File: config.mk
export PLATFORM = sky130hd
export DESIGN_NAME = cpu_program_loader
export DESIGN_NICKNAME = d
export VERILOG_FILES = /design/src/rtl/cpu_program_loader.sv
export SDC_FILE = /design/constraint.sdc
export NUM_CORES = 1
export LEC_CHECK = 0
export ABC_AREA = 1
export BUFFER_PORTS_ARGS = -buffer_cell sky130_fd_sc_hd__buf_4
export CAP_MARGIN = 20
export CELL_PAD_IN_SITES_DETAIL_PLACEMENT = 1
export CELL_PAD_IN_SITES_GLOBAL_PLACEMENT = 2
export CORE_MARGIN = 2
export CORE_UTILIZATION = 32
export CTS_CLUSTER_DIAMETER = 60
export DETAILED_ROUTE_END_ITERATION = 16
export PLACE_DENSITY_LB_ADDON = 0.1
export SLEW_MARGIN = 20
export SYNTH_ARGS = -nofsm -noshare
export SYNTH_HDL_FRONTEND = slang
export SYNTH_SLANG_ARGS = --single-unit
File: constraint.sdc
create_clock -name i_clk -period 6 [get_ports i_clk]
set_clock_uncertainty 0.1 [all_clocks]
set_input_delay 1.8 -clock i_clk [delete_from_list [all_inputs] [get_ports i_clk]]
set_output_delay 1.8 -clock i_clk [all_outputs]
set_load 0.02 [all_outputs]
File: src/rtl/cpu_program_loader.sv
// Host-side loader for the FRANK6000 core: packs a byte stream into 16-bit words,
// writes them to instruction memory, then runs the CPU until halt or cycle budget.
module cpu_program_loader #(
  parameter int unsigned MAX_CYCLES = 4096
) (
  input  logic        i_clk,
  input  logic        i_rst,
  input  logic        i_start,
  input  logic        i_abort,
  input  logic [8:0]  i_len,
  input  logic [7:0]  i_byte,
  input  logic        i_byte_valid,
  output logic        o_byte_ready,
  output logic [15:0] o_instr,
  output logic [7:0]  o_instr_addr,
  output logic        o_we,
  output logic        o_ON,
  output logic        o_cpu_rst,
  input  logic        i_loopf,
  input  logic [7:0]  i_WREG,
  output logic        o_busy,
  output logic        o_done,
  output logic        o_timeout,
  output logic [7:0]  o_result,
  output logic [15:0] o_cycles
);

  typedef enum logic [2:0] {
    S_IDLE,
    S_LOAD_HI,
    S_LOAD_LO,
    S_WRITE,
    S_RUN,
    S_DONE
  } state_t;

  localparam logic [15:0] MaxCnt = 16'(MAX_CYCLES);

  state_t      state_q, state_d;
  logic [8:0]  len_q, len_d;
  logic [7:0]  index_q, index_d;
  logic [7:0]  hi_q, hi_d;
  logic [7:0]  lo_q, lo_d;
  logic [15:0] cnt_q, cnt_d;
  logic        timeout_q, timeout_d;
  logic [7:0]  result_q, result_d;
  logic [15:0] cycles_q, cycles_d;
  logic [15:0] cnt_inc;

  assign cnt_inc = cnt_q + 16'd1;

  // NOTE: every always_comb output gets a default first, so no path can infer a latch.
  always_comb begin
    state_d   = state_q;
    len_d     = len_q;
    index_d   = index_q;
    hi_d      = hi_q;
    lo_d      = lo_q;
    // The run counter idles at zero, so RUN is always entered with cnt==0.
    cnt_d     = (state_q == S_RUN) ? cnt_q : '0;
    timeout_d = timeout_q;
    result_d  = result_q;
    cycles_d  = cycles_q;

    if (i_abort) begin
      state_d = S_IDLE;
    end else begin
      unique case (state_q)
        S_IDLE: begin
          if (i_start) begin
            timeout_d = 1'b0;
            result_d  = '0;
            cycles_d  = '0;
            index_d   = '0;
            len_d     = (i_len > 9'd256) ? 9'd256 : i_len;
            state_d   = (i_len == 9'd0) ? S_RUN : S_LOAD_HI;
          end
        end
        S_LOAD_HI: begin
          if (i_byte_valid) begin
            hi_d    = i_byte;
            state_d = S_LOAD_LO;
          end
        end
        S_LOAD_LO: begin
          if (i_byte_valid) begin
            lo_d    = i_byte;
            state_d = S_WRITE;
          end
        end
        S_WRITE: begin
          if ({1'b0, index_q} == len_q - 9'd1) begin
            state_d = S_RUN;
          end else begin
            index_d = index_q + 8'd1;
            state_d = S_LOAD_HI;
          end
        end
        S_RUN: begin
          // Halt is checked first so it wins over a coincident budget expiry.
          if (i_loopf) begin
            result_d = i_WREG;
            cycles_d = cnt_q;
            state_d  = S_DONE;
          end else if (cnt_inc == MaxCnt) begin
            timeout_d = 1'b1;
            cycles_d  = MaxCnt;
            state_d   = S_DONE;
          end else begin
            cnt_d = cnt_inc;
          end
        end
        S_DONE:  state_d = S_IDLE;
        default: state_d = S_IDLE;
      endcase
    end
  end

  // NOTE: state registers use non-blocking assignments; reset is synchronous and active-high.
  always_ff @(posedge i_clk) begin
    if (i_rst) begin
      state_q   <= S_IDLE;
      len_q     <= '0;
      index_q   <= '0;
      hi_q      <= '0;
      lo_q      <= '0;
      cnt_q     <= '0;
      timeout_q <= 1'b0;
      result_q  <= '0;
      cycles_q  <= '0;
    end else begin
      state_q   <= state_d;
      len_q     <= len_d;
      index_q   <= index_d;
      hi_q      <= hi_d;
      lo_q      <= lo_d;
      cnt_q     <= cnt_d;
      timeout_q <= timeout_d;
      result_q  <= result_d;
      cycles_q  <= cycles_d;
    end
  end

  always_comb begin
    o_cpu_rst    = (state_q != S_RUN);
    o_ON         = (state_q == S_RUN);
    o_byte_ready = (state_q == S_LOAD_HI) || (state_q == S_LOAD_LO);
    o_we         = (state_q == S_WRITE);
    o_instr      = (state_q == S_WRITE) ? {hi_q, lo_q} : 16'h0000;
    o_instr_addr = (state_q == S_WRITE) ? index_q : 8'h00;
    o_busy       = (state_q != S_IDLE);
    o_done       = (state_q == S_DONE);
  end

  assign o_timeout = timeout_q;
  assign o_result  = result_q;
  assign o_cycles  = cycles_q;

endmodule
==> results.md, run 1 <==
* Clock latency on the worst-skew pair at 0.34 ns
* First DRT Iteration DRCs at 266
* Critical path type: reg -> out
* Critical path's slowest cell: inv_1
* Total Wirelength at 13900 microns
* Initial antenna violation count at 0
* Post-Syn Nets at 698
* Commonest non-fill, non-tap cell in the layout: nand2_1
* Post-CTS Setup Repair Bufs at 0
* Vias in the first global route at 4521
* Max Clk Rate at 255 MHz
* Logic gate share of total power at 0.115
* Clk pwr share at 0.459
* Setup-failing EPs final at 0
* Total core area at 13100 sq um
* Post-synth EDFFs at 0
* IO Pins at 86
* Hold_buf cts at 0
* Sw power at 0.329 mW
* Cell area after layout at 5340 sq um
* Row cnt at 42
* Outcome: completed
* Grt total ovfl at 0
* DRT antenna net count at 0
* Final #Nets at 772
* Clk sinks at 77
* Post_cts resized at 0
* H-tree Lvls at 3
* CTS buffer count at 9
* Max-Cap Viols at 0
* Share of post-route cells with drive strength above 1 at 0.171
* Die area at 14300 sq um
* Startpoint Class: flop
* Vias at 4443
* Vias per cell at 4.84
* # port buffers at 85
* Clk buf depth at 2
* Register Area at 1540 sq um
* Multi-input gate area at 2320 sq um
* CP dominant cell by count: inv_1
* Ys Warns at 0
* Worst min path class: reg -> reg
* Mean area per synthesized cell at 6.44 sq um
* Number of synthesized register bits at 77
* Top cells by area, synth: dfxtp_1 36%, nand2_1 12%, nor2_1 8.9%, a21oi_1 8.0%, inv_1 6.8%
* Die Ht at 120 microns
* GP Congestion at 0.847
* Int Pwr at 0.916 mW
* Synthesized cell area at 4270 sq um
* Crit path max fanout at 31
* Pre-Repair DR Iteration Count at 4
* Ant. Diodes at 0
* Fin crit period at 3.93 ns
* Fin Setup TNS at 0 ns
* Pin count of the biggest net entering global routing at 47
* CP startpoint: state_q[0]
* Area after DPL at 5030 sq um
* Sw Share at 0.264
* Hold_ws at 0.355 ns
* Worst-margin pin slew at 0.947 ns
* RR Startpoint: len_q[0]
* Hold Startpoint: lo_q[0]
* Die W at 120 microns
* RSZ-0062 raised after global routing: no
* Leakage Power at 2.10 nW
* Area growth syn-to-layout at 25.1%
* CP Capture Type: output pin
* Asr flop ratio synth at 0
* Fin. Hold Viols at 0
* GRT Resource Usage Total at 0.201
* First-pass GRT wire length at 22800 microns
* Share of the synthesized area in the top cell type at 0.361
* Cells after Synth at 663
* Fin crit share at 0.654
* Fillers at 1728
* Prevailing post-synth register cell: dfxtp_1
* CTS tree: built
* Worst vdd ir at 0.112 mV
* Cell area power density at 233 nW/um^2
* Slew HR at 0.368
* Critical path, cell by cell: inv_1 -> nor3_1 -> inv_1 -> nor2_1 -> buf_4
* Initial core utilization at 0.325
* Pins Over Slew Limit at 0
* Arr. time, crit path at 2.03 ns
* Clk root buf: clkbuf_16
* Detailed Place HPWL at 10700 microns
* Yosys cell types at 34
* Post-Layout Cell Count at 918
* Drt wl/cell at 15.2 microns
* CP required at 4.10 ns
* Flop pwr share at 0.426
* Drt drc at 0
* Critical Path Max Stage Delay at 0.49 ns
* Area leader, netlist: dfxtp_1
* Reg clk slew, reported paths at 0.06 ns
* Leading cell types in the layout, fill and taps excluded: 137 x nand2_1, 101 x nor2_1, 86 x buf_4
* Seq/Total Area, Yosys at 0.361
* Placed insts at 902
-- power by group through the flow --
stage | clock network, mW | logic [mW] | registers, mW
global placement | 0 | 0.140 | 0.541
floorplan | 0 | 0.0945 | 0.540
finish | 0.571 | 0.144 | 0.530
CTS | 0.588 | 0.145 | 0.530
global route | 0.613 | 0.161 | 0.532
detailed placement | 0 | 0.144 | 0.542
-- synthesized netlist by cell type, types with 4 or more instances --
library cell,instances
nor2_2,5
xnor2_1,5
o21ai_0,39
nor2_1,101
nand2_2,4
ha_1,4
nand3_1,53
dfxtp_1,77
nand2_1,137
inv_2,4
or2_2,4
nand4_1,14
a21oi_1,68
clkbuf_1,19
inv_1,77
nor3_1,11
xor2_1,12
-- stage by stage --
step | worst slack, ns | power, mW | util
2_1_floorplan | 2.19 | 0.635 | -
3_3_place_gp | 2.42 | 0.681 | 0.383
3_5_place_dp | 2.39 | 0.686 | 0.383
4_1_cts | 2.01 | 1.26 | 0.407
5_1_grt | 1.89 | 1.31 | 0.407
6_report | 2.07 | 1.24 | 0.407
-- layer usage --
metal,wire (microns),vias to the layer above,part of all wire,global-route usage
met5,0,-,0,0
met4,122,0,0.0088,0.0507
met3,427,10,0.031,0.0375
met2,7200,64,0.52,0.361
met1,6190,2091,0.44,0.247
li1,-,2278,-,-
-- registers in the layout, indices dropped and copies added (netlist names) --
register,count
cnt_q,16
hi_q,8
index_q,8
len_q,9
lo_q,8
o_cycles,16
o_result,8
o_timeout,1
state_q,3
-- worst max-delay path, delay by kind of cell, from the launching register on --
kind | cells | cell delay, ns
flip-flops | 1 | 0.36
buffers and inverters | 3 | 0.76
AND/OR/NAND/NOR | 2 | 0.57
-- cells by family (layout without fill, tap and decap cells) --
kind of cell,Yosys count,count (layout),share of synthesized area
flops,77,77,0.361
buf+inv,104,183,0.0952
compound gates,119,119,0.145
simple gates,342,342,0.352
fa+ha+maj,4,4,0.0117
xor+xnor,17,17,0.0349
-- cell type report --
type / instances / share of cell area
multi-input combinational: 482 / 0.435
sequential: 77 / 0.288
timing repair buffer: 86 / 0.121
inverter: 81 / 0.0569
clock buffer: 11 / 0.0473
tap: 176 / 0.0412
clock inverter: 5 / 0.0108
-- path summary, 6_finish.rpt --
check	endpoint	slack, ns	cells after the start
min reg2reg	lo_q[0]	0.36	2
min	lo_q[0]	0.36	2
max reg2reg	index_q[1]	3.53	12
max	o_instr[0]	2.07	5
(Power assumes the default switching activity.)
==> run 2, diff against run 1 <==
--- a/config.mk
+++ b/config.mk
@@ -11,7 +11,7 @@
 export CELL_PAD_IN_SITES_DETAIL_PLACEMENT = 1
 export CELL_PAD_IN_SITES_GLOBAL_PLACEMENT = 2
 export CORE_MARGIN = 2
-export CORE_UTILIZATION = 32
+export CORE_UTILIZATION = 26
 export CTS_CLUSTER_DIAMETER = 60
 export DETAILED_ROUTE_END_ITERATION = 16
 export PLACE_DENSITY_LB_ADDON = 0.1
==> constraint.sdc (replaced) <==
create_clock -name i_clk -period 3.21 [get_ports i_clk]
set_clock_uncertainty 0.1 [all_clocks]
set_input_delay 0.963 -clock i_clk [delete_from_list [all_inputs] [get_ports i_clk]]
set_output_delay 0.963 -clock i_clk [all_outputs]
set_load 0.02 [all_outputs]
==> results.md, run 2 (same netlist as run 1, synthesis figures left out) <==
* Initial antenna violation count at 0 (unchanged)
* Final #Nets at 778 (+0.78%)
* CTS buffer count at 9 (unchanged)
* First-pass GRT wire length at 24600 microns (+7.9%)
* Total core area at 15900 sq um (+21%)
* IO Pins at 86 (unchanged)
* Die area at 17500 sq um (+22%)
* Sw power at 0.610 mW (+86%)
* Vias at 4481 (+0.86%)
* First DRT Iteration DRCs at 139 (-48%)
* Leakage Power at 2.12 nW (+0.66%)
* Die W at 132 microns (+11%)
* Int Pwr at 1.69 mW (+85%)
* # port buffers at 85 (unchanged)
* Vias in the first global route at 4669 (+3.3%)
* Clock latency on the worst-skew pair at 0.34 ns (about the same)
* Placed insts at 948 (+5.1%)
* Row cnt at 46 (+9.5%)
* H-tree Lvls at 3 (unchanged)
* RSZ-0062 raised after global routing: no
* Critical path's slowest cell: dfxtp_1
* Logic gate share of total power at 0.119 (+0.004)
* Setup-failing EPs final at 0 (unchanged)
* Arr. time, crit path at 1.73 ns (-0.30 ns)
* RR Startpoint: cnt_q[1]
* Fin. Hold Viols at 0 (unchanged)
* Ant. Diodes at 0 (unchanged)
* Reg clk slew, reported paths at 0.06 ns (about the same)
* Post-CTS Setup Repair Bufs at 0 (unchanged)
* Reg2reg end: cnt_q[7]
* Worst-margin pin slew at 0.703 ns (-0.243 ns)
* Vias per cell at 4.65 (-4.0%)
* Initial core utilization at 0.268 (-0.0572)
* Detailed Place HPWL at 11600 microns (+8.1%)
* Max Clk Rate at 358 MHz
* Fin crit period at 2.79 ns
* Hold path endpoint: lo_q[3]
* Share of post-route cells with drive strength above 1 at 0.175 (+0.00397)
* Die Ht at 132 microns (+11%)
* Worst min path class: reg -> reg
* Clk buf depth at 2 (unchanged)
* Post-Layout Cell Count at 964 (+5.0%)
* Fin crit share at 0.870
* Critical Path Max Stage Delay at 0.35 ns (-0.14 ns)
* CP dominant cell by count: buf_4
* GP Congestion at 0.812 (-4.1%)
* Fin Setup TNS at 0 ns (unchanged)
* Startpoint Class: flop
* Hold Startpoint: lo_q[3]
* Pins Over Slew Limit at 0 (unchanged)
* Grt total ovfl at 0 (unchanged)
* Crit path max fanout at 16 (-48%)
* Sw Share at 0.265 (+0.00106)
* Outcome: completed
* Clk root buf: clkbuf_16
* Cell area power density at 424 nW/um^2 (+82%)
* Clk pwr share at 0.450 (-0.009)
* Area growth syn-to-layout at 27.0%
* Clk sinks at 77 (unchanged)
* DRT antenna net count at 0 (unchanged)
* Worst R2R Setup Slack at 0.68 ns (-2.85 ns)
* Hold_buf cts at 0 (unchanged)
* Hold_ws at 0.352 ns (-0.00303 ns)
* Pre-Repair DR Iteration Count at 4 (unchanged)
* Critical path, cell by cell: inv_1 -> nor3_1 -> buf_4 -> inv_1 -> buf_4 -> nor2_1 -> buf_4
* CP Capture Type: output pin
* Reg2Reg Depth at 12 (unchanged)
* GRT Resource Usage Total at 0.176 (-0.0250)
* Drt drc at 0 (unchanged)
* Critical path type: reg -> out
* CTS tree: built
* Leading cell types in the layout, fill and taps excluded: 137 x nand2_1, 101 x nor2_1, 92 x buf_4
* Drt wl/cell at 15.5 microns (+2.2%)
* Worst vdd ir at 0.299 mV (+170%)
* Commonest non-fill, non-tap cell in the layout: nand2_1
* Hold depth at 2 (unchanged)
* Slew HR at 0.531 (+0.163)
* Flop pwr share at 0.431 (+0.005)
* Pin count of the biggest net entering global routing at 29 (-38%)
* CP required at 2.15 ns (-1.95 ns)
* Max-Cap Viols at 0 (unchanged)
* Total Wirelength at 15000 microns (+7.4%)
* Post_cts resized at 0 (unchanged)
run 2: routing by layer:
metal,share of wire,GRT usage,up-vias
met5,0,0,-
met4,0.010,0.0417,0
met3,0.027,0.0300,11
met2,0.49,0.312,55
met1,0.47,0.222,2124
li1,-,-,2291
run 2: cell type report:
type,instances,area (sq um)
clock inverters,4,47.5
clock buffers,12,246
fillers,2056,10500
inverters,81,304
repair buffers,92,691
well taps,216,270
flip-flops and latches,77,1540
multi-input cells,482,2320
run 2: how the worst max path moves through the flow:
stage,from,endpoint,slack (ns)
2_1_floorplan,state_q[0],o_instr[10],0.24
3_3_place_gp,i_abort,o_result[7],0.60
3_5_place_dp,i_abort,o_result[3],0.47
4_1_cts,state_q[0],o_instr[7],0.36
5_1_grt,state_q[0],o_instr_addr[7],0.23
6_report,state_q[0],o_instr[7],0.42
run 2: power groups by stage:
stage	registers (mW)	clock network, mW	logic, mW
after floorplan	1.01	0	0.177
after CTS	0.991	1.07	0.275
after detailed placement	1.01	0	0.274
final	0.991	1.03	0.275
after global routing	0.993	1.10	0.311
after global placement	1.01	0	0.269
run 2: critical path, delay by kind of cell, from the launching register on:
| kind | cells | cell delay [ns] |
|---|---|---|
| flops | 1 | 0.35 |
| buf+inv | 5 | 0.75 |
| simple gates | 2 | 0.29 |
run 2: through the flow:
step / util / instance area, sq um / power (mW) / setup WS, ns
finish: 0.340 / 5420 / 2.30 / 0.417
floorplan: - / 4270 / 1.19 / 0.241
detailed placement: 0.322 / 5130 / 1.29 / 0.469
CTS: 0.340 / 5420 / 2.33 / 0.357
global placement: 0.322 / 5130 / 1.28 / 0.597
global route: 0.340 / 5420 / 2.40 / 0.226
